<file path="config.mk">
export PLATFORM = sky130hd
export DESIGN_NAME = block_loader
export DESIGN_NICKNAME = d
export VERILOG_FILES = /design/src/rtl/block_loader.sv
export SDC_FILE = /design/constraint.sdc
export NUM_CORES = 1
export LEC_CHECK = 0
export CAP_MARGIN = 20
export CORE_AREA = 2 2 253 255
export CTS_CLUSTER_DIAMETER = 50
export DETAILED_ROUTE_END_ITERATION = 8
export DIE_AREA = 0 0 255 257
export GPL_TIMING_DRIVEN = 0
export PLACE_DENSITY = 0.51
export SLEW_MARGIN = 40
export SYNTH_ARGS = -nofsm -noshare
export SYNTH_HDL_FRONTEND = slang
export SYNTH_SLANG_ARGS = --single-unit
export TNS_END_PERCENT = 50
</file>
<file path="constraint.sdc">
create_clock -name clk -period 15 [get_ports clk]
set_input_delay 1.5 -clock clk [delete_from_list [all_inputs] [get_ports clk]]
set_output_delay 1.5 -clock clk [all_outputs]
set_load 0.005 [all_outputs]
</file>
<file path="src/rtl/block_loader.sv">
// Byte-serial block loader: gathers 16 plaintext bytes and a key, launches the
// encryption core, watches it for a hang and holds the ciphertext until it is taken.
module block_loader #(
  parameter int TIMEOUT_CYCLES = 4096
) (
  input  logic         clk,
  input  logic         rst,
  input  logic [127:0] key_in,
  input  logic         key_load,
  input  logic [7:0]   din,
  input  logic         din_valid,
  output logic         din_ready,
  output logic [127:0] core_plaintext,
  output logic [127:0] core_key,
  output logic         core_start,
  input  logic         core_ready,
  input  logic [127:0] core_ciphertext,
  output logic [127:0] ct_out,
  output logic         ct_valid,
  input  logic         ct_accept,
  output logic         busy,
  output logic         timeout_err
);

  // state  | meaning
  // FILL   | accepting plaintext bytes and key loads
  // START  | one-cycle start pulse to the core
  // WAIT   | core running, hang timer active
  // OUT    | ciphertext held until downstream accepts
  typedef enum logic [1:0] {S_FILL, S_START, S_WAIT, S_OUT} state_e;

  localparam int CW = (TIMEOUT_CYCLES > 1) ? $clog2(TIMEOUT_CYCLES) : 1;
  localparam logic [CW-1:0] WAIT_LAST = CW'(TIMEOUT_CYCLES - 1);

  state_e         state_q, state_d;
  logic [3:0]     byte_cnt_q, byte_cnt_d;
  logic [CW-1:0]  wait_cnt_q, wait_cnt_d;
  logic [127:0]   pt_q, pt_d;
  logic [127:0]   key_q, key_d;
  logic [127:0]   ct_q, ct_d;
  logic           ct_valid_q, ct_valid_d;
  logic           timeout_q, timeout_d;
  logic           xfer;

  always_ff @(posedge clk or posedge rst) begin
    if (rst) begin
      state_q    <= S_FILL;
      byte_cnt_q <= '0;
      wait_cnt_q <= '0;
      pt_q       <= '0;
      key_q      <= '0;
      ct_q       <= '0;
      ct_valid_q <= 1'b0;
      timeout_q  <= 1'b0;
    end else begin
      state_q    <= state_d;
      byte_cnt_q <= byte_cnt_d;
      wait_cnt_q <= wait_cnt_d;
      pt_q       <= pt_d;
      key_q      <= key_d;
      ct_q       <= ct_d;
      ct_valid_q <= ct_valid_d;
      timeout_q  <= timeout_d;
    end
  end

  always_comb begin
    state_d    = state_q;
    byte_cnt_d = byte_cnt_q;
    wait_cnt_d = wait_cnt_q;
    pt_d       = pt_q;
    key_d      = key_q;
    ct_d       = ct_q;
    ct_valid_d = ct_valid_q;
    timeout_d  = timeout_q;
    xfer       = din_valid && din_ready;
    case (state_q)
      S_FILL: begin
        if (key_load) begin
          key_d     = key_in;
          timeout_d = 1'b0;
        end
        if (xfer) begin
          // byte 0 lands in the most significant byte lane
          pt_d[7'd127 - {byte_cnt_q, 3'b000} -: 8] = din;
          byte_cnt_d = byte_cnt_q + 4'd1;
          if (byte_cnt_q == 4'd15) state_d = S_START;
        end
      end
      S_START: begin
        wait_cnt_d = '0;
        state_d    = S_WAIT;
      end
      S_WAIT: begin
        if (core_ready) begin
          ct_d       = core_ciphertext;
          ct_valid_d = 1'b1;
          state_d    = S_OUT;
        end else if (wait_cnt_q == WAIT_LAST) begin
          timeout_d  = 1'b1;
          byte_cnt_d = '0;
          ct_valid_d = 1'b0;
          state_d    = S_FILL;
        end else begin
          wait_cnt_d = wait_cnt_q + 1'b1;
        end
      end
      S_OUT: begin
        if (ct_accept) begin
          ct_valid_d = 1'b0;
          state_d    = S_FILL;
        end
      end
      default: state_d = S_FILL;
    endcase
  end

  // din_ready is gated by rst so it is low for the whole reset pulse
  assign din_ready      = (state_q == S_FILL) && !rst;
  assign core_start     = (state_q == S_START);
  assign busy           = (state_q != S_FILL);
  assign core_plaintext = pt_q;
  assign core_key       = key_q;
  assign ct_out         = ct_q;
  assign ct_valid       = ct_valid_q;
  assign timeout_err    = timeout_q;

endmodule

</file>
==> results.toml <==
[status]
run_status = "complete, no violations"

[sta]
final.hold.worst_slack_ns = 0.4845
finish_stage_setup_viols = 0
clock_skew_ns = 0.03102
finalWorstPathRequiredPeriod_ns = 4.295
unrepaired_setup_endpoints_after_global_routing = "false"
min_period_over_period_pct = 28.63
max_slew_margin_pct = 55.69
final-max-slew-violation-count = 0
tightestPinTransition_ns = 0.6622
maxClockFrequency_mhz = 232.8
final-hold-violation-count = 0

[critical_path]
critPathLaunchType = "input pin"
worstSetupPathType = "input pin to output port"
worst_r2r_startpoint = "state_q[1]"
worst_r2r_path_cells = 6
critPathArrivalTime_ns = 2.80
r2r-end = "core_key[20]"
r2r_slack_ns = 12.37
critical_path.max_fanout = 5
critical_path.endpoint_type = "output port"
cp_data_required_time_ns = 13.50

[worst_hold_path]
startpoint_of_the_most_critical_hold_path = "core_plaintext[67]"
hold_path_end = "core_plaintext[67]"
holdCritPathClass = "register to register"
whs_path_depth = 2

[floorplan]
ios = 659
floorplan.die_area_sq_um = 65540
site_row_count = 92
design.core.area_sq_um = 62740
floorplan.initialDensity_pct = 25.07
die_height_um = 257
die_w_um = 255

[placed_design]
post_placement_cell_area_sq_um = 23510
gp_congestion = 0.7891
place_hpwl_mm = 43.97
port-buffer-count = 657

[detailed_routing]
drt_iter0_drc = 419
route.detailed.drc = 0
route.detailed.vias_per_inst = 4.350
wire_per_inst_um = 21.31
route.antenna.remaining_nets = 0
drt-pass1-iter-count = 4
routed-via-count = 11630
route.final.wire_length_mm = 56.98

[finish]
multi_input_comb_area_sq_um = 5349
final_layout_size_suffix_gt1_share_pct = 27.32
final_net_count = 2055
fillerInstances = 5935
final_cell_area_sq_um = 25490
syn2layout_area_growth_pct = 62.13
sequential_cell_area_sq_um = 10110

[yosys]
synth-warning-count = 0
synth.ff_latch_count = 404
netlist-cell-type-count = 52
synth_nets = 1335
synth-async-reset-ratio_pct = 100.0
synth_top_area_cell = "sky130_fd_sc_hd__dfrtp_1"
post_synth_instance_area_sq_um = 15730
synth_top_cells_by_area = "sky130_fd_sc_hd__dfrtp_1 64%, sky130_fd_sc_hd__mux2_2 25%, sky130_fd_sc_hd__nand2_1 1.6%"
synthSimpleGateAreaFrac_pct = 5.291
synth_enable_flop_cells = 0
synth_area_per_cell_sq_um = 14.86
post_synth_mux_area_share_pct = 25.21
post_synthesis_compound_gate_area_fraction_pct = 2.928
yosys.area_share.adder_pct = 0.5570
synthesis.instances = 1058
synth.top_cell.area_share_pct = 64.29
synth_ff_type = "sky130_fd_sc_hd__dfrtp_1"
dominant_combinational_cell_family_by_area_after_synthesis = "multiplexers"
post_synth_xor_area_fraction_pct = 0
synth-seq-area-share_pct = 64.29

[global_route]
gr-total-overflow = 0
grt_first_pass_wirelength_mm = 83.44
grt_max_degree = 77
globalRouteTotalUtil_pct = 17.14
number_of_global_route_vias_before_repair = 12610
grt_antenna_before_repair = 12

[clocking]
clk_latency_ns = 0.59
tritoncts = "built"
number_of_buffers_inserted_by_post_cts_setup_repair = 0
htree_num_levels = 2
cts_root_buffer = "sky130_fd_sc_hd__clkbuf_16"
clk_pin_slew_ns = 0.06
clock_sink_count = 404
clockBufferDepth = 3
tritoncts.num_buffers = 56
holdBufCountCts = 0
cts-resized-gates = 0

[pwr]
report.power.total_uw = 5084
pwr_density_cell_nw_per_um2 = 199.4
max-vdd-ir-drop_v = 0.0001173
static-leakage-power_uw = 0.01074

[run]
cap_viol_max_count = 0
==> through the flow <==
stage / setup slack [ns] / instances / TNS, ns / util (%)
finish: 10.70 / 2674 / 0 / 40.64
global route: 10.62 / 2674 / 0 / 40.64
CTS: 10.69 / 2669 / 0 / 40.62
detailed placement: 10.69 / 2566 / 0 / 37.48
global placement: -3.505 / 2561 / -1393.87 / 37.24
floorplan: 2.262 / 1058 / 0 / -
==> layer usage <==
layer  track usage (%)  part of all wire (%)  wire [um]
met2             30.27                    51      29140
met4             5.166                   2.6       1500
met1             18.33                    36      20540
met5                 0                  0.12         69
met3             7.435                    10       5729
==> report_power, final <==
group          switching, uW  internal [uW]  total, uW
clock                    523            864       1390
combinational            724           1210       1940
sequential               233           1530       1760
==> layout make-up <==
type | count | share of cell area (%)
Clock inverter | 32 | 1.575
Sequential cell | 404 | 39.65
Multi-Input combinational cell | 594 | 20.98
Tap cell | 846 | 4.152
Buffer | 51 | 0.9325
Clock buffer | 71 | 6.159
Timing Repair Buffer | 662 | 26.33
Inverter | 9 | 0.1620
Antenna cell | 5 | 0.04908
==> cell usage in the layout, fill, tap and decap left out, types with 2 or more instances in the layout <==
| cell | Yosys | final |
|---|---|---|
| sky130_fd_sc_hd__or4_1 | 2 | 2 |
| sky130_fd_sc_hd__nor3_2 | 1 | 2 |
| sky130_fd_sc_hd__buf_4 | 3 | 3 |
| sky130_fd_sc_hd__clkbuf_1 | 19 | 25 |
| sky130_fd_sc_hd__a21oi_1 | 7 | 7 |
| sky130_fd_sc_hd__clkinv_4 | 0 | 4 |
| sky130_fd_sc_hd__nand4b_1 | 2 | 2 |
| sky130_fd_sc_hd__nand4_1 | 5 | 5 |
| sky130_fd_sc_hd__o21ai_0 | 40 | 40 |
| sky130_fd_sc_hd__and3_1 | 18 | 18 |
| sky130_fd_sc_hd__clkinvlp_4 | 0 | 9 |
| sky130_fd_sc_hd__clkdlybuf4s50_1 | 0 | 657 |
| sky130_fd_sc_hd__and2_1 | 13 | 13 |
| sky130_fd_sc_hd__dfrtp_1 | 404 | 404 |
| sky130_fd_sc_hd__mux2_2 | 351 | 351 |
| sky130_fd_sc_hd__nand2b_1 | 2 | 2 |
| sky130_fd_sc_hd__a31oi_1 | 7 | 7 |
| sky130_fd_sc_hd__inv_1 | 9 | 8 |
| sky130_fd_sc_hd__nand2_2 | 3 | 3 |
| sky130_fd_sc_hd__nand2_1 | 67 | 67 |
| sky130_fd_sc_hd__o311ai_0 | 2 | 2 |
| sky130_fd_sc_hd__ha_1 | 7 | 7 |
| sky130_fd_sc_hd__buf_2 | 28 | 28 |
| sky130_fd_sc_hd__clkbuf_16 | 0 | 58 |
| sky130_fd_sc_hd__bufinv_16 | 0 | 7 |
| sky130_fd_sc_hd__inv_6 | 0 | 3 |
| sky130_fd_sc_hd__clkbuf_8 | 0 | 7 |
| sky130_fd_sc_hd__nor2b_1 | 2 | 2 |
| sky130_fd_sc_hd__nand3_1 | 10 | 10 |
| sky130_fd_sc_hd__diode_2 | 0 | 5 |
| sky130_fd_sc_hd__a21o_1 | 2 | 2 |
| sky130_fd_sc_hd__clkinv_2 | 0 | 7 |
| sky130_fd_sc_hd__o211ai_1 | 3 | 3 |
| sky130_fd_sc_hd__nor3_1 | 4 | 3 |
| sky130_fd_sc_hd__nand3_2 | 3 | 3 |
| sky130_fd_sc_hd__nor2_1 | 16 | 16 |
| sky130_fd_sc_hd__inv_8 | 0 | 2 |
| sky130_fd_sc_hd__buf_16 | 0 | 5 |
| sky130_fd_sc_hd__o31ai_1 | 4 | 4 |
==> kinds of logic (layout without fill, tap and decap cells) <==
| group | after synthesis | after routing |
|---|---|---|
| buf+inv | 60 | 825 |
| mux | 352 | 352 |
| other cells | 0 | 5 |
| fa+ha+maj | 7 | 7 |
| compound gates | 76 | 76 |
| simple gates | 159 | 159 |
| flops | 404 | 404 |
==> critical path, cell delays in order <==
cell                              delay [ns]
sky130_fd_sc_hd__clkdlybuf4s50_1        0.61
sky130_fd_sc_hd__nor2_1                 0.18
sky130_fd_sc_hd__clkdlybuf4s50_1        0.51
==> Yosys cell counts, drive strengths merged, types with 2 or more instances <==
cell	number
a21oi	7
nand4	5
a21o	2
a31oi	7
nor2	17
inv	9
nand2	70
clkbuf	19
dfrtp	404
nor3	6
nand2b	2
o31ai	4
mux2	352
nor2b	2
buf	32
and2	13
o21ai	40
o311ai	2
and3	18
or4	2
nand3	13
o211ai	3
nand4b	2
ha	7
nor4b	2
==> how the worst max path moves through the flow <==
stage	start	endpoint	slack [ns]	cells after the start
2_1_floorplan	rst	byte_cnt_q[0]	2.26	1
3_3_place_gp	rst	ct_out[13]	-3.50	2
3_5_place_dp	rst	din_ready	10.69	3
4_1_cts	rst	din_ready	10.69	3
5_1_grt	rst	din_ready	10.62	3
6_report	rst	din_ready	10.70	3
==> state kept, by name, indices dropped and copies added (netlist names) <==
name	flops
core_key	128
ct_out	128
ct_valid	1
state_q	2
core_plaintext	128
timeout_err	1
wait_cnt_q	12
byte_cnt_q	4
(Power assumes the default switching activity.)
